### src/rtl/io_input_conditioner_pkg.sv
// Shared I/O constants and debounce helper types for the input conditioner.
// The core uses IO_IN_W, so both blocks agree on the input bus width.
package io_input_conditioner_pkg;

  localparam int IO_IN_W                 = 14;
  localparam int IO_OUT_W                = 52;
  localparam int DEFAULT_DEBOUNCE_CYCLES = 4;
  localparam int DEFAULT_SYNC_STAGES     = 2;

  // What the debounce counter does on the next edge for one bit.
  typedef enum logic [1:0] {
    DB_AGREE  = 2'd0,
    DB_COUNT  = 2'd1,
    DB_ACCEPT = 2'd2
  } db_action_e;

  function automatic db_action_e db_action(input logic match, input logic at_last);
    if (match)        return DB_AGREE;
    else if (at_last) return DB_ACCEPT;
    else              return DB_COUNT;
  endfunction

endpackage

### src/rtl/io_input_conditioner_if.sv
// Pad-side and core-side signals of the input conditioner.
// The master modport is the conditioner itself; slave is its user.
interface io_input_conditioner_if
  import io_input_conditioner_pkg::*;
#(
  parameter int WIDTH = IO_IN_W
);

  logic [WIDTH-1:0] raw_in;
  logic [WIDTH-1:0] io_input_bus;
  logic [WIDTH-1:0] rise_pending;
  logic             clear_valid;
  logic [WIDTH-1:0] clear_mask;
  logic             any_pending;

  modport master (
    input  raw_in,
    input  clear_valid,
    input  clear_mask,
    output io_input_bus,
    output rise_pending,
    output any_pending
  );

  modport slave (
    output raw_in,
    output clear_valid,
    output clear_mask,
    input  io_input_bus,
    input  rise_pending,
    input  any_pending
  );

endinterface

### src/rtl/io_input_conditioner_debounce_bit.sv
// One input bit: synchroniser chain, debounce counter, accepted level and
// a single-cycle pulse marking the edge on which the level goes 0->1.
module io_debounce_bit
  import io_input_conditioner_pkg::*;
#(
  parameter int SYNC_STAGES     = DEFAULT_SYNC_STAGES,
  parameter int DEBOUNCE_CYCLES = DEFAULT_DEBOUNCE_CYCLES
) (
  input  logic clock,
  input  logic reset,
  input  logic raw,
  output logic level,
  output logic rise
);

  localparam int               CNT_W    = $clog2(DEBOUNCE_CYCLES + 1);
  localparam logic [CNT_W-1:0] CNT_LAST = CNT_W'(DEBOUNCE_CYCLES - 1);

  logic [SYNC_STAGES-1:0] sync_q;
  logic [CNT_W-1:0]       cnt_q;
  logic                   stable_q;
  logic                   sync_out;
  db_action_e             action;

  assign sync_out = sync_q[SYNC_STAGES-1];

  always_comb begin
    action = db_action(sync_out == stable_q, cnt_q == CNT_LAST);
    rise   = (action == DB_ACCEPT) && sync_out;
  end

  // NOTE: state updates use non-blocking assignments so every flop in the
  // chain samples its pre-edge neighbour; blocking would collapse the chain.
  always_ff @(posedge clock) begin
    if (reset) begin
      sync_q   <= '0;
      cnt_q    <= '0;
      stable_q <= 1'b0;
    end else begin
      sync_q <= {sync_q[SYNC_STAGES-2:0], raw};
      case (action)
        DB_AGREE:  cnt_q <= '0;
        DB_COUNT:  cnt_q <= cnt_q + CNT_W'(1);
        DB_ACCEPT: begin
          stable_q <= sync_out;
          cnt_q    <= '0;
        end
        default:   cnt_q <= '0;
      endcase
    end
  end

  assign level = stable_q;

endmodule

### src/rtl/io_input_conditioner.sv
// Conditions raw board inputs: per-bit sync + debounce, plus sticky
// rising-edge flags that software clears with a masked strobe.
module io_input_conditioner
  import io_input_conditioner_pkg::*;
#(
  parameter int WIDTH           = IO_IN_W,
  parameter int SYNC_STAGES     = DEFAULT_SYNC_STAGES,
  parameter int DEBOUNCE_CYCLES = DEFAULT_DEBOUNCE_CYCLES
) (
  input  logic                   clock,
  input  logic                   reset,
  io_input_conditioner_if.master cond
);

  logic [WIDTH-1:0] stable;
  logic [WIDTH-1:0] rise;
  logic [WIDTH-1:0] clear_bits;
  logic [WIDTH-1:0] rise_pending_q;

  for (genvar i = 0; i < WIDTH; i++) begin : g_bit
    io_debounce_bit #(
      .SYNC_STAGES    (SYNC_STAGES),
      .DEBOUNCE_CYCLES(DEBOUNCE_CYCLES)
    ) u_bit (
      .clock(clock),
      .reset(reset),
      .raw  (cond.raw_in[i]),
      .level(stable[i]),
      .rise (rise[i])
    );
  end

  // NOTE: a combinational block assigns its output on every path, so the
  // mask gating infers a mux and never a latch.
  always_comb begin
    clear_bits = cond.clear_valid ? cond.clear_mask : '0;
  end

  // A rise on the same edge as its clear wins: the OR is applied last.
  always_ff @(posedge clock) begin
    if (reset) rise_pending_q <= '0;
    else       rise_pending_q <= (rise_pending_q & ~clear_bits) | rise;
  end

  assign cond.io_input_bus = stable;
  assign cond.rise_pending = rise_pending_q;
  assign cond.any_pending  = |rise_pending_q;

endmodule

### src/flat_wrapper.sv
// flat-port wrapper written by rule: the top's interface ports become plain ports
module io_input_conditioner_flat import io_input_conditioner_pkg::*;
#(
  parameter int WIDTH           = IO_IN_W,
  parameter int SYNC_STAGES     = DEFAULT_SYNC_STAGES,
  parameter int DEBOUNCE_CYCLES = DEFAULT_DEBOUNCE_CYCLES
)
  (clock, reset, cond_raw_in, cond_clear_valid, cond_clear_mask, cond_io_input_bus, cond_rise_pending, cond_any_pending);
  io_input_conditioner_if #(.WIDTH(WIDTH)) cond_i ();
  input  logic clock;
  input  logic reset;
  input wire logic [$bits(cond_i.raw_in)-1:0] cond_raw_in;
  input wire logic [$bits(cond_i.clear_valid)-1:0] cond_clear_valid;
  input wire logic [$bits(cond_i.clear_mask)-1:0] cond_clear_mask;
  output wire logic [$bits(cond_i.io_input_bus)-1:0] cond_io_input_bus;
  output wire logic [$bits(cond_i.rise_pending)-1:0] cond_rise_pending;
  output wire logic [$bits(cond_i.any_pending)-1:0] cond_any_pending;
  assign cond_i.raw_in = cond_raw_in;
  assign cond_i.clear_valid = cond_clear_valid;
  assign cond_i.clear_mask = cond_clear_mask;
  assign cond_io_input_bus = cond_i.io_input_bus;
  assign cond_rise_pending = cond_i.rise_pending;
  assign cond_any_pending = cond_i.any_pending;
  io_input_conditioner #(.WIDTH(WIDTH), .SYNC_STAGES(SYNC_STAGES), .DEBOUNCE_CYCLES(DEBOUNCE_CYCLES)) u_core (.clock(clock), .reset(reset), .cond(cond_i));
endmodule
### config.mk
export PLATFORM = sky130hd
export DESIGN_NAME = io_input_conditioner_flat
export DESIGN_NICKNAME = d
export VERILOG_FILES = /design/src/rtl/io_input_conditioner_pkg.sv /design/src/rtl/io_input_conditioner_if.sv /design/src/rtl/io_input_conditioner_debounce_bit.sv /design/src/rtl/io_input_conditioner.sv /design/src/flat_wrapper.sv
export SDC_FILE = /design/constraint.sdc
export NUM_CORES = 1
export LEC_CHECK = 0
export CORE_AREA = 5 5 77 97
export DETAILED_ROUTE_END_ITERATION = 6
export DIE_AREA = 0 0 82 102
export DONT_BUFFER_PORTS = 1
export GPL_ROUTABILITY_DRIVEN = 0
export PLACE_DENSITY = 0.76
export SLEW_MARGIN = 20
export SYNTH_ARGS = -nofsm -noshare
export SYNTH_HDL_FRONTEND = slang
export SYNTH_SLANG_ARGS = --single-unit
export TNS_END_PERCENT = 50
### constraint.sdc
create_clock -name clock -period 1.55 [get_ports clock]
set_clock_uncertainty 0.05 [all_clocks]
set_input_delay 0.31 -clock clock [delete_from_list [all_inputs] [get_ports clock]]
set_output_delay 0.31 -clock clock [all_outputs]
set_load 0.02 [all_outputs]
==> impl_summary.log, run 1 <==
[metrics] share of post-route cells with drive strength above 1: 19.49%
[metrics] clock network power share: 37.7%
[metrics] end-of-flow core utilization: 67.58%
[metrics] net count of the mapped netlist: 384
[metrics] Tmin final: 1635 ps
[metrics] Critical Path Fanout Max: 2
[metrics] TritonCTS clock tree: done
[metrics] Logic pwr share: 2.6%
[metrics] Worst Path Class, Setup: reg2out
[metrics] number of clock sinks: 98
[metrics] routed wire length per instance: 13.34 um
[metrics] slew at the pin closest to its max-slew limit: 402.6 ps
[metrics] final-report hold violation count: 5
[metrics] post-route design area: 4353 sq um
[metrics] post-synthesis cell type count: 17
[metrics] layout-stage area growth over the synthesis result: 12.52%
[metrics] sequential element share of the synthesized area: 50.71%
[metrics] non-filler instance count after layout: 441
[metrics] run status: finished with violations
[metrics] type of element capturing the critical path: output port
[metrics] Clock H-tree levels: 3
[metrics] count of yosys warnings during synthesis: 0
[metrics] DR vias/cell: 5.222
[metrics] synthesis-stage register bit count: 98
[metrics] maximum capacitance violations: 0
[metrics] data required time of the critical path: 1190 ps
[metrics] gate count after technology mapping: 325
[metrics] detailed-router iteration count before antenna repair: 4
[metrics] hold buffers post-CTS: 28
[metrics] Tcrit/Tclk final: 105.5%
[metrics] fin. max-slew vios: 0
[metrics] initial antenna violation count: 0
[metrics] Post-Route WL: 5882 um
[metrics] detailed placement HPWL: 4037 um
[metrics] placeable core region: 6441 sq um
[metrics] Overall Power: 4.332 mW
[metrics] clock slew at reported path FFs: 90 ps
[metrics] number of design rule violations left after detail routing: 0
[metrics] highest achievable clock rate: 611.8 MHz
[metrics] WHS: -13.31 ps
[metrics] Slew HR: 72.97%
[metrics] Initial Utilization: 60.06%
[metrics] DR iter-0 viols: 88
[metrics] Cell Count Post-Placement: 397
[metrics] switching power share of the total: 20.58%
[metrics] most common cell after layout, fill and taps aside: sky130_fd_sc_hd__dfxtp_1
[metrics] power spent charging and discharging nets: 891.7 uW
[metrics] Clock Root Buffer: sky130_fd_sc_hd__clkbuf_8
[metrics] total of endpoints with negative setup slack in the final report: 1
[metrics] top library cells by usage in the layout, fill and taps aside: 96 x sky130_fd_sc_hd__dfxtp_1, 28 x sky130_fd_sc_hd__nor2b_1, 28 x sky130_fd_sc_hd__ha_1, 28 x sky130_fd_sc_hd__dlygate4sd3_1, 18 x sky130_fd_sc_hd__nor4_1
[metrics] number of rows created at floorplan: 33
[metrics] setup bufs post-CTS: 0
[metrics] insertion delay to the later sink of the worst-skew pair: 340 ps
[metrics] post-detailed-placement cell area: 3839 sq um
[metrics] pin count of the biggest net entering global routing: 99
[metrics] leakage power: 1.615 nW
[metrics] final worst setup slack: -84.55 ps
[metrics] violated checks: negative hold slack, negative setup slack
[metrics] Reg power frac: 59.6%
[metrics] die area: 8364 sq um
[metrics] Total GRT Usage: 15.59%
[metrics] die extent in y: 102 um
[metrics] data arrival time of the worst path: 1270 ps
[metrics] Die Span X: 82 um
[metrics] Inserted Clock Buffers: 9
[metrics] synthesized area per cell: 11.90 sq um
[metrics] Post-Syn Area: 3869 sq um
[metrics] antenna cell count: 0
[metrics] Min-Delay Path Class: in2reg
[metrics] number of nets in the layout: 408
[metrics] global-route wire length before repair: 9873 um
[metrics] number of port buffers: 0
[metrics] crit start category: flop
[metrics] worst-case clock buffer depth: 2
[metrics] final antenna-violating net count: 0
[metrics] via count: 2303
[metrics] maximum VDD drop: 736.8 uV
[metrics] total power density per cell area: 995.2 nW/um^2
[metrics] Congestion Overflow GR: 0
[metrics] I/O pin count: 60
[metrics] unrepaired setup endpoints after global routing: true
[metrics] P_int: 3.440 mW
[metrics] vias in the first global route: 2248
cell usage after synthesis, drive strengths merged:
library cell  instances  area (sq um)
inv                  14         52.55
dfxtp                98          1962
a21bo                14         140.1
xnor2                14         122.6
nor2b                28         175.2
mux2i                14         140.1
nor4                 31         256.5
ha                   28         350.3
nand4                 1         6.260
nand3b               14         105.1
buf                  26         221.5
a21oi                14         70.07
nor2                 15         56.30
nor4b                14         210.2
final timing paths:
kind | start | to | slack (ps) | depth (start not counted)
max reg2reg | u_core.g_bit[13].u_bit.cnt_q[0] | u_core.cond.rise_pending[13] | 290 | 4
min reg2reg | u_core.g_bit[9].u_bit.cnt_q[0] | u_core.g_bit[9].u_bit.cnt_q[0] | 380 | 1
max | u_core.cond.rise_pending[2] | cond_any_pending | -80 | 3
min | reset | u_core.g_bit[13].u_bit.level | -10 | 1
worst max-delay path, cell delays in order (launching register included):
cell and delay, ps:
sky130_fd_sc_hd__dfxtp_2 350, sky130_fd_sc_hd__nor4_4 290, sky130_fd_sc_hd__nand4_1 120, sky130_fd_sc_hd__buf_4 170
timing repair:
action	4_1_cts	5_1_grt
pin swaps	2	2
setup endpoints to repair	1	1
gates resized for setup	3	3
endpoints found under the hold margin	98	66
cell type report:
type,count,area [sq um]
fill,519,2088
clock buffer,11,141.4
tap,87,108.9
inverter,14,52.55
multi-input combinational,187,1660
sequential,98,1964
clock inverter,5,62.56
timing repair buffer,39,362.8
state kept, by name, indices dropped and copies added (netlist names):
signal	flops
u_core.g_bit.u_bit.level	14
u_core.g_bit.u_bit.sync_q	28
u_core.g_bit.u_bit.cnt_q	42
u_core.cond.rise_pending	14
layer usage:
layer	up-vias	GRT usage (%)	routed length, um
li1	1170	-	-
met1	1071	18.04	2433
met2	53	25.14	2891
met3	9	6.261	434
met4	0	7.033	123
met5	-	0	0
cell families (layout without fill, tap and decap cells):
group                    count (synthesis)  in the layout  synth area share, %
AND/OR/NAND/NOR                        103            103                20.93
multiplexers                            14             14                3.622
flip-flops                              98             98                50.71
adder cells (fa/ha/maj)                 28             28                9.056
buffers and inverters                   40             69                7.083
XOR/XNOR                                14             14                3.170
AO/OA/AOI/OAI                           28             28                5.433
per-stage QoR:
step | setup TNS, ps | setup WS [ps] | hold WS [ps]
3_5_place_dp | 0 | 106.0 | 340.8
5_1_grt | -225.7 | -225.7 | -44.74
6_report | -84.55 | -84.55 | -13.31
4_1_cts | -122.7 | -122.7 | -47.47
3_3_place_gp | 0 | 149.1 | 341.4
2_1_floorplan | 0 | 290.4 | 355.4
power by group through the flow:
| stage | Sequential, mW | Combinational [mW] | Clock [mW] |
|---|---|---|---|
| 3_3_place_gp | 2.64 | 0.0641 | 0 |
| 6_report | 2.58 | 0.113 | 1.63 |
| 2_1_floorplan | 2.64 | 0.122 | 0 |
| 5_1_grt | 2.59 | 0.125 | 1.82 |
| 4_1_cts | 2.58 | 0.112 | 1.70 |
| 3_5_place_dp | 2.64 | 0.0662 | 0 |
No activity file was read; power rests on OpenSTA's default activity.
==> inputs of run 2 (changes only) <==
CORE_AREA = 5 5 76 95   (was 5 5 77 97)
CTS_CLUSTER_SIZE = 12   (was not set)
DIE_AREA = 0 0 81 100   (was 0 0 82 102)
PLACE_DENSITY = 0.79   (was 0.76)
clock period = 2 ns   (was 1.55 ns; I/O delays follow)
==> impl_summary.log, run 2 (synthesized netlist as in run 1, its figures left out) <==
[metrics] run status: finished, final reports clean
[metrics] clock slew at reported path FFs: 90 ps
[metrics] Tmin final: 1911 ps
[metrics] number of port buffers: 0
[metrics] setup bufs post-CTS: 0
[metrics] worst min-delay path endpoint: u_core.g_bit[2].u_bit.sync_q[0]
[metrics] count of instances resized after the clock tree is built: 1
[metrics] data required time of the critical path: 1550 ps
[metrics] post-detailed-placement cell area: 3754 sq um
[metrics] maximum capacitance violations: 0
[metrics] pin count of the biggest net entering global routing: 99
[metrics] Logic pwr share: 1.5%
[metrics] leakage power: 1.399 nW
[metrics] DR vias/cell: 5.357
[metrics] Min-Delay Path Class: in2reg
[metrics] power spent charging and discharging nets: 661.0 uW
[metrics] worst reg2reg path startpoint: u_core.g_bit[0].u_bit.cnt_q[0]
[metrics] Fillers: 493
[metrics] final worst setup slack: 89.20 ps
[metrics] post-route design area: 3991 sq um
[metrics] hold buffers post-CTS: 0
[metrics] DP Worst Slack: 307.9 ps
[metrics] type of element capturing the critical path: output port
[metrics] highest achievable clock rate: 523.3 MHz
[metrics] Clock Root Buffer: sky130_fd_sc_hd__clkbuf_8
[metrics] Critical R2R Capture: u_core.g_bit[0].u_bit.level
[metrics] number of rows created at floorplan: 32
[metrics] total power density per cell area: 864.6 nW/um^2
[metrics] DR iter-0 viols: 82
[metrics] Inserted Clock Buffers: 9
[metrics] number of design rule violations left after detail routing: 0
[metrics] placeable core region: 6166 sq um
[metrics] top library cells by usage in the layout, fill and taps aside: 98 x sky130_fd_sc_hd__dfxtp_1, 28 x sky130_fd_sc_hd__nor2b_1, 28 x sky130_fd_sc_hd__ha_1
[metrics] number of clock sinks: 98
[metrics] data arrival time of the worst path: 1460 ps
[metrics] Hold Path Cell Cnt: 1
[metrics] switching power share of the total: 19.16%
[metrics] detailed-router iteration count before antenna repair: 4
[metrics] Clock H-tree levels: 3
[metrics] slew at the pin closest to its max-slew limit: 418.6 ps
[metrics] Tcrit/Tclk final: 95.54%
[metrics] most common cell after layout, fill and taps aside: sky130_fd_sc_hd__dfxtp_1
[metrics] I/O pin count: 60
[metrics] global-route wire length before repair: 9459 um
[metrics] total of endpoints with negative setup slack in the final report: 0
[metrics] final antenna-violating net count: 0
[metrics] unrepaired setup endpoints after global routing: false
[metrics] worst-case clock buffer depth: 2
[metrics] die extent in y: 100 um
[metrics] insertion delay to the later sink of the worst-skew pair: 340 ps
[metrics] final-report hold violation count: 0
[metrics] TNS Setup: 0 ps
[metrics] initial antenna violation count: 1
[metrics] die area: 8100 sq um
[metrics] TritonCTS clock tree: done
[metrics] Congestion Overflow GR: 0
[metrics] routed wire length per instance: 14.32 um
[metrics] logic depth of the worst register-to-register path: 4
[metrics] Slew HR: 71.89%
[metrics] vias in the first global route: 2069
[metrics] clock network power share: 40.5%
[metrics] Top Registers: u_core.g_bit.u_bit.cnt_q (42), u_core.g_bit.u_bit.sync_q (28)
[metrics] crit start category: flop
[metrics] Die Span X: 81 um
[metrics] flip-flop count of the largest register after layout: 42
[metrics] Reg power frac: 58.0%
[metrics] share of post-route cells with drive strength above 1: 17.14%
[metrics] Critical Path Fanout Max: 3
[metrics] fin. max-slew vios: 0
[metrics] Total GRT Usage: 15.21%
[metrics] detailed placement HPWL: 4078 um
[metrics] startpoint of the tightest hold check path: reset
[metrics] Post-Route WL: 5743 um
[metrics] Worst Path Class, Setup: reg2out
[metrics] Initial Utilization: 62.74%
[metrics] register-to-register path setup slack: 740 ps
[metrics] maximum VDD drop: 521.7 uV
[metrics] layout-stage area growth over the synthesis result: 3.170%
[metrics] register with the most flip-flops: u_core.g_bit.u_bit.cnt_q
[metrics] number of nets in the layout: 369
[metrics] P_int: 2.790 mW
[metrics] via count: 2148
-- run 2: cell count changes in the layout (fill, tap and decap cells not counted), moves of 2 or more --
| cell | delta |
|---|---|
| sky130_fd_sc_hd__nor4_1 | +2 |
| sky130_fd_sc_hd__dfxtp_1 | +2 |
| sky130_fd_sc_hd__dlygate4sd3_1 | -28 |
| sky130_fd_sc_hd__buf_4 | -11 |
| sky130_fd_sc_hd__dfxtp_2 | -2 |
| sky130_fd_sc_hd__clkinvlp_4 | -2 |
-- run 2: worst max path at each step --
stage / end / cells past startpoint / from / slack (ps)
after global placement: cond_any_pending / 2 / u_core.cond.rise_pending[3] / 310
after floorplan: cond_any_pending / 2 / u_core.cond.rise_pending[12] / 650
after global routing: cond_any_pending / 2 / u_core.cond.rise_pending[3] / 1
after CTS: cond_any_pending / 2 / u_core.cond.rise_pending[3] / 50
after detailed placement: cond_any_pending / 2 / u_core.cond.rise_pending[3] / 310
final: cond_any_pending / 2 / u_core.cond.rise_pending[3] / 90
-- run 2: per-layer routing --
metal	wire [um]	global-route usage, %	vias up
met5	0	0	-
met4	74	5.462	0
met3	488	6.463	7
met2	2629	23.09	53
met1	2551	19.26	991
li1	-	-	1097
-- run 2: area by class of cell --
type	instances	area, sq um	area share, %
Antenna cell	1	2.502	0.06270
Clock buffer	12	155.1	3.887
Clock inverter	4	73.82	1.850
Inverter	14	52.55	1.317
Multi-Input combinational cell	187	1639	41.07
Sequential cell	98	1962	49.15
Tap cell	85	106.4	2.665
-- run 2: power by group through the flow --
stage | registers [mW] | clock network, mW | logic [mW]
2_1_floorplan | 2.04 | 0 | 0.0945
3_3_place_gp | 2.05 | 0 | 0.0496
4_1_cts | 2.00 | 1.43 | 0.0529
6_report | 2.00 | 1.40 | 0.0517
3_5_place_dp | 2.05 | 0 | 0.0523
5_1_grt | 2.01 | 1.52 | 0.0587
-- run 2: per-stage QoR --
stage / util, % / instances / hold WS [ps] / power (mW)
6_report: 64.73 / 401 / 70.50 / 3.451
5_1_grt: 64.73 / 401 / 31.16 / 3.585
4_1_cts: 64.69 / 400 / 52.26 / 3.490
3_5_place_dp: 60.88 / 384 / 366.2 / 2.101
3_3_place_gp: 60.88 / 384 / 361.5 / 2.096
2_1_floorplan: - / 325 / 355.4 / 2.139
-- run 2: critical path: stages (launching register included) --
cell,delay [ps]
sky130_fd_sc_hd__dfxtp_1,410
sky130_fd_sc_hd__nor4_2,410
sky130_fd_sc_hd__nand4_1,310
==> inputs of run 3 (changes only) <==
--- a/config.mk
+++ b/config.mk
@@ -7,9 +7,9 @@
 export LEC_CHECK = 0
-export CORE_AREA = 5 5 76 95
+export BUFFER_PORTS_ARGS = -buffer_cell sky130_fd_sc_hd__buf_2
+export CORE_AREA = 5 5 78 98
 export CTS_CLUSTER_SIZE = 12
 export DETAILED_ROUTE_END_ITERATION = 6
-export DIE_AREA = 0 0 81 100
-export DONT_BUFFER_PORTS = 1
+export DIE_AREA = 0 0 83 103
 export GPL_ROUTABILITY_DRIVEN = 0
-export PLACE_DENSITY = 0.79
+export PLACE_DENSITY = 0.82
 export SLEW_MARGIN = 20
--- a/constraint.sdc
+++ b/constraint.sdc
@@ -4,2 +4,2 @@
 set_output_delay 0.4 -clock clock [all_outputs]
-set_load 0.02 [all_outputs]
+set_load 0.1 [all_outputs]
==> impl_summary.log, run 3 (synthesized netlist as in run 1, its figures left out) <==
[metrics] run status: finished, final reports clean
[metrics] number of port buffers: 59
[metrics] delay of the slowest cell on the worst path: 360 ps
[metrics] post-detailed-placement cell area: 4143 sq um
[metrics] worst reg2reg path startpoint: u_core.g_bit[7].u_bit.cnt_q[0]
[metrics] Logic pwr share: 3.6%
[metrics] via count: 2365
[metrics] startpoint of the tightest hold check path: cond_raw_in[4]
[metrics] number of clock sinks: 98
[metrics] critical path launch point: u_core.cond.rise_pending[3]
[metrics] count of buffer and inverter cells on the critical path: 1
[metrics] highest achievable clock rate: 538.8 MHz
[metrics] setup bufs post-CTS: 0
[metrics] top library cells by usage in the layout, fill and taps aside: 84 x sky130_fd_sc_hd__dfxtp_1, 57 x sky130_fd_sc_hd__buf_2, 28 x sky130_fd_sc_hd__nor2b_1, 28 x sky130_fd_sc_hd__ha_1, 20 x sky130_fd_sc_hd__nor4_1
[metrics] Reg power frac: 56.6%
[metrics] Cell Count Post-Placement: 452
[metrics] Inserted Clock Buffers: 9
[metrics] Top Registers: u_core.g_bit.u_bit.cnt_q (42), u_core.g_bit.u_bit.sync_q (28)
[metrics] Slew HR: 63.50%
[metrics] number of nets in the layout: 432
[metrics] Clock H-tree levels: 3
[metrics] detailed placement HPWL: 4639 um
[metrics] Initial Utilization: 57.56%
[metrics] count of instances resized after the clock tree is built: 1
[metrics] clock network power share: 39.8%
[metrics] met3 Usage GRT: 5.196%
[metrics] DR iter-0 viols: 87
[metrics] DR vias/cell: 5.053
[metrics] insertion delay to the later sink of the worst-skew pair: 360 ps
[metrics] final worst setup slack: 144.0 ps
[metrics] data required time of the critical path: 1550 ps
[metrics] TNS Setup: 0 ps
[metrics] flip-flop count of the largest register after layout: 42
[metrics] pin count of the biggest net entering global routing: 49
[metrics] slew at the pin closest to its max-slew limit: 547.5 ps
[metrics] M2 GR Usage: 27.35%
[metrics] hold buffers post-CTS: 0
[metrics] Critical Path Fanout Max: 3
[metrics] worst path cell trace: nor4_2 -> nand4_1 -> buf_4
[metrics] I/O pin count: 60
[metrics] Tcrit/Tclk final: 92.80%
[metrics] register with the most flip-flops: u_core.g_bit.u_bit.cnt_q
[metrics] initial antenna violation count: 0
[metrics] global-route wire length before repair: 10800 um
[metrics] met1 Use GR: 18.29%
[metrics] non-filler instance count after layout: 468
[metrics] clock slew at reported path FFs: 90 ps
[metrics] routed wire length per instance: 13.52 um
[metrics] TritonCTS clock tree: done
[metrics] share of post-route cells with drive strength above 1: 34.66%
[metrics] maximum capacitance violations: 0
[metrics] leakage power: 1.712 nW
[metrics] number of rows created at floorplan: 34
[metrics] crit start category: flop
[metrics] total of endpoints with negative setup slack in the final report: 0
[metrics] Post-Route WL: 6327 um
[metrics] most heavily used metal layer in global routing: met2
[metrics] Die Span X: 83 um
[metrics] post-route design area: 4377 sq um
[metrics] die extent in y: 103 um
[metrics] vias in the first global route: 2348
[metrics] Tmin final: 1856 ps
[metrics] P_int: 2.776 mW
[metrics] Total GRT Usage: 16.17%
[metrics] worst-case clock buffer depth: 2
[metrics] most common cell after layout, fill and taps aside: sky130_fd_sc_hd__dfxtp_1
[metrics] type of element capturing the critical path: output port
[metrics] end-of-flow core utilization: 65.12%
[metrics] layout-stage area growth over the synthesis result: 13.13%
[metrics] fin. max-slew vios: 0
[metrics] number of design rule violations left after detail routing: 0
[metrics] switching power share of the total: 20.98%
[metrics] power spent charging and discharging nets: 737.0 uW
[metrics] maximum VDD drop: 555.7 uV
[metrics] placeable core region: 6721 sq um
[metrics] unrepaired setup endpoints after global routing: false
[metrics] DP Worst Slack: 393.5 ps
[metrics] critical path's slowest cell: sky130_fd_sc_hd__dfxtp_4
[metrics] total power density per cell area: 802.8 nW/um^2
[metrics] final antenna-violating net count: 0
[metrics] Min-Delay Path Class: in2reg
[metrics] die area: 8549 sq um
[metrics] Congestion Overflow GR: 0
[metrics] Clock Root Buffer: sky130_fd_sc_hd__clkbuf_8
[metrics] data arrival time of the worst path: 1410 ps
[metrics] delay-heaviest family, CP: simple AND/OR/NAND/NOR gates
[metrics] Worst Path Class, Setup: reg2out
[metrics] detailed-router iteration count before antenna repair: 4
[metrics] final-report hold violation count: 0
[metrics] antenna cell count: 0
==> run 3: cell types whose count changed in the layout (fill, tap and decap cells not counted), sizes merged <==
cell | previous run | this run
inv | 14 | 16
buf | 0 | 63
clkinv | 2 | 1
diode | 1 | 0
clkbuf | 12 | 11
==> run 3: stage by stage <==
step / hold WS [ps] / total power, mW
global placement: 364.5 / 2.156
CTS: 178.2 / 3.553
floorplan: 355.4 / 2.125
detailed placement: 374.7 / 2.163
finish: 196.5 / 3.513
global route: 172.6 / 3.660
==> run 3: final timing paths <==
path,slack (ps),end,depth (start not counted)
min,200,u_core.g_bit[4].u_bit.sync_q[0],2
max,140,cond_any_pending,3
max reg2reg,710,u_core.cond.rise_pending[7],4
min reg2reg,390,u_core.g_bit[11].u_bit.cnt_q[0],1
==> run 3: metal layers <==
layer	vias up	wire length (um)
li1	1224	-
met1	1077	2713
met2	49	3106
met3	15	329
met4	0	177
met5	-	0
==> run 3: power groups by stage <==
stage | Sequential [mW] | Clock (mW) | Combinational (mW)
2_1_floorplan | 2.03 | 0 | 0.0947
3_3_place_gp | 2.03 | 0 | 0.123
3_5_place_dp | 2.04 | 0 | 0.127
4_1_cts | 1.99 | 1.43 | 0.129
5_1_grt | 1.99 | 1.52 | 0.141
6_report | 1.99 | 1.40 | 0.126
==> run 3: area by class of cell <==
cell class / instances / area (sq um)
inverter: 14 / 52.55
sequential: 98 / 2004
timing repair buffer: 63 / 342.8
tap: 90 / 112.6
clock inverter: 5 / 83.83
clock buffer: 11 / 141.4
fill: 572 / 2345
multi-input combinational: 187 / 1639
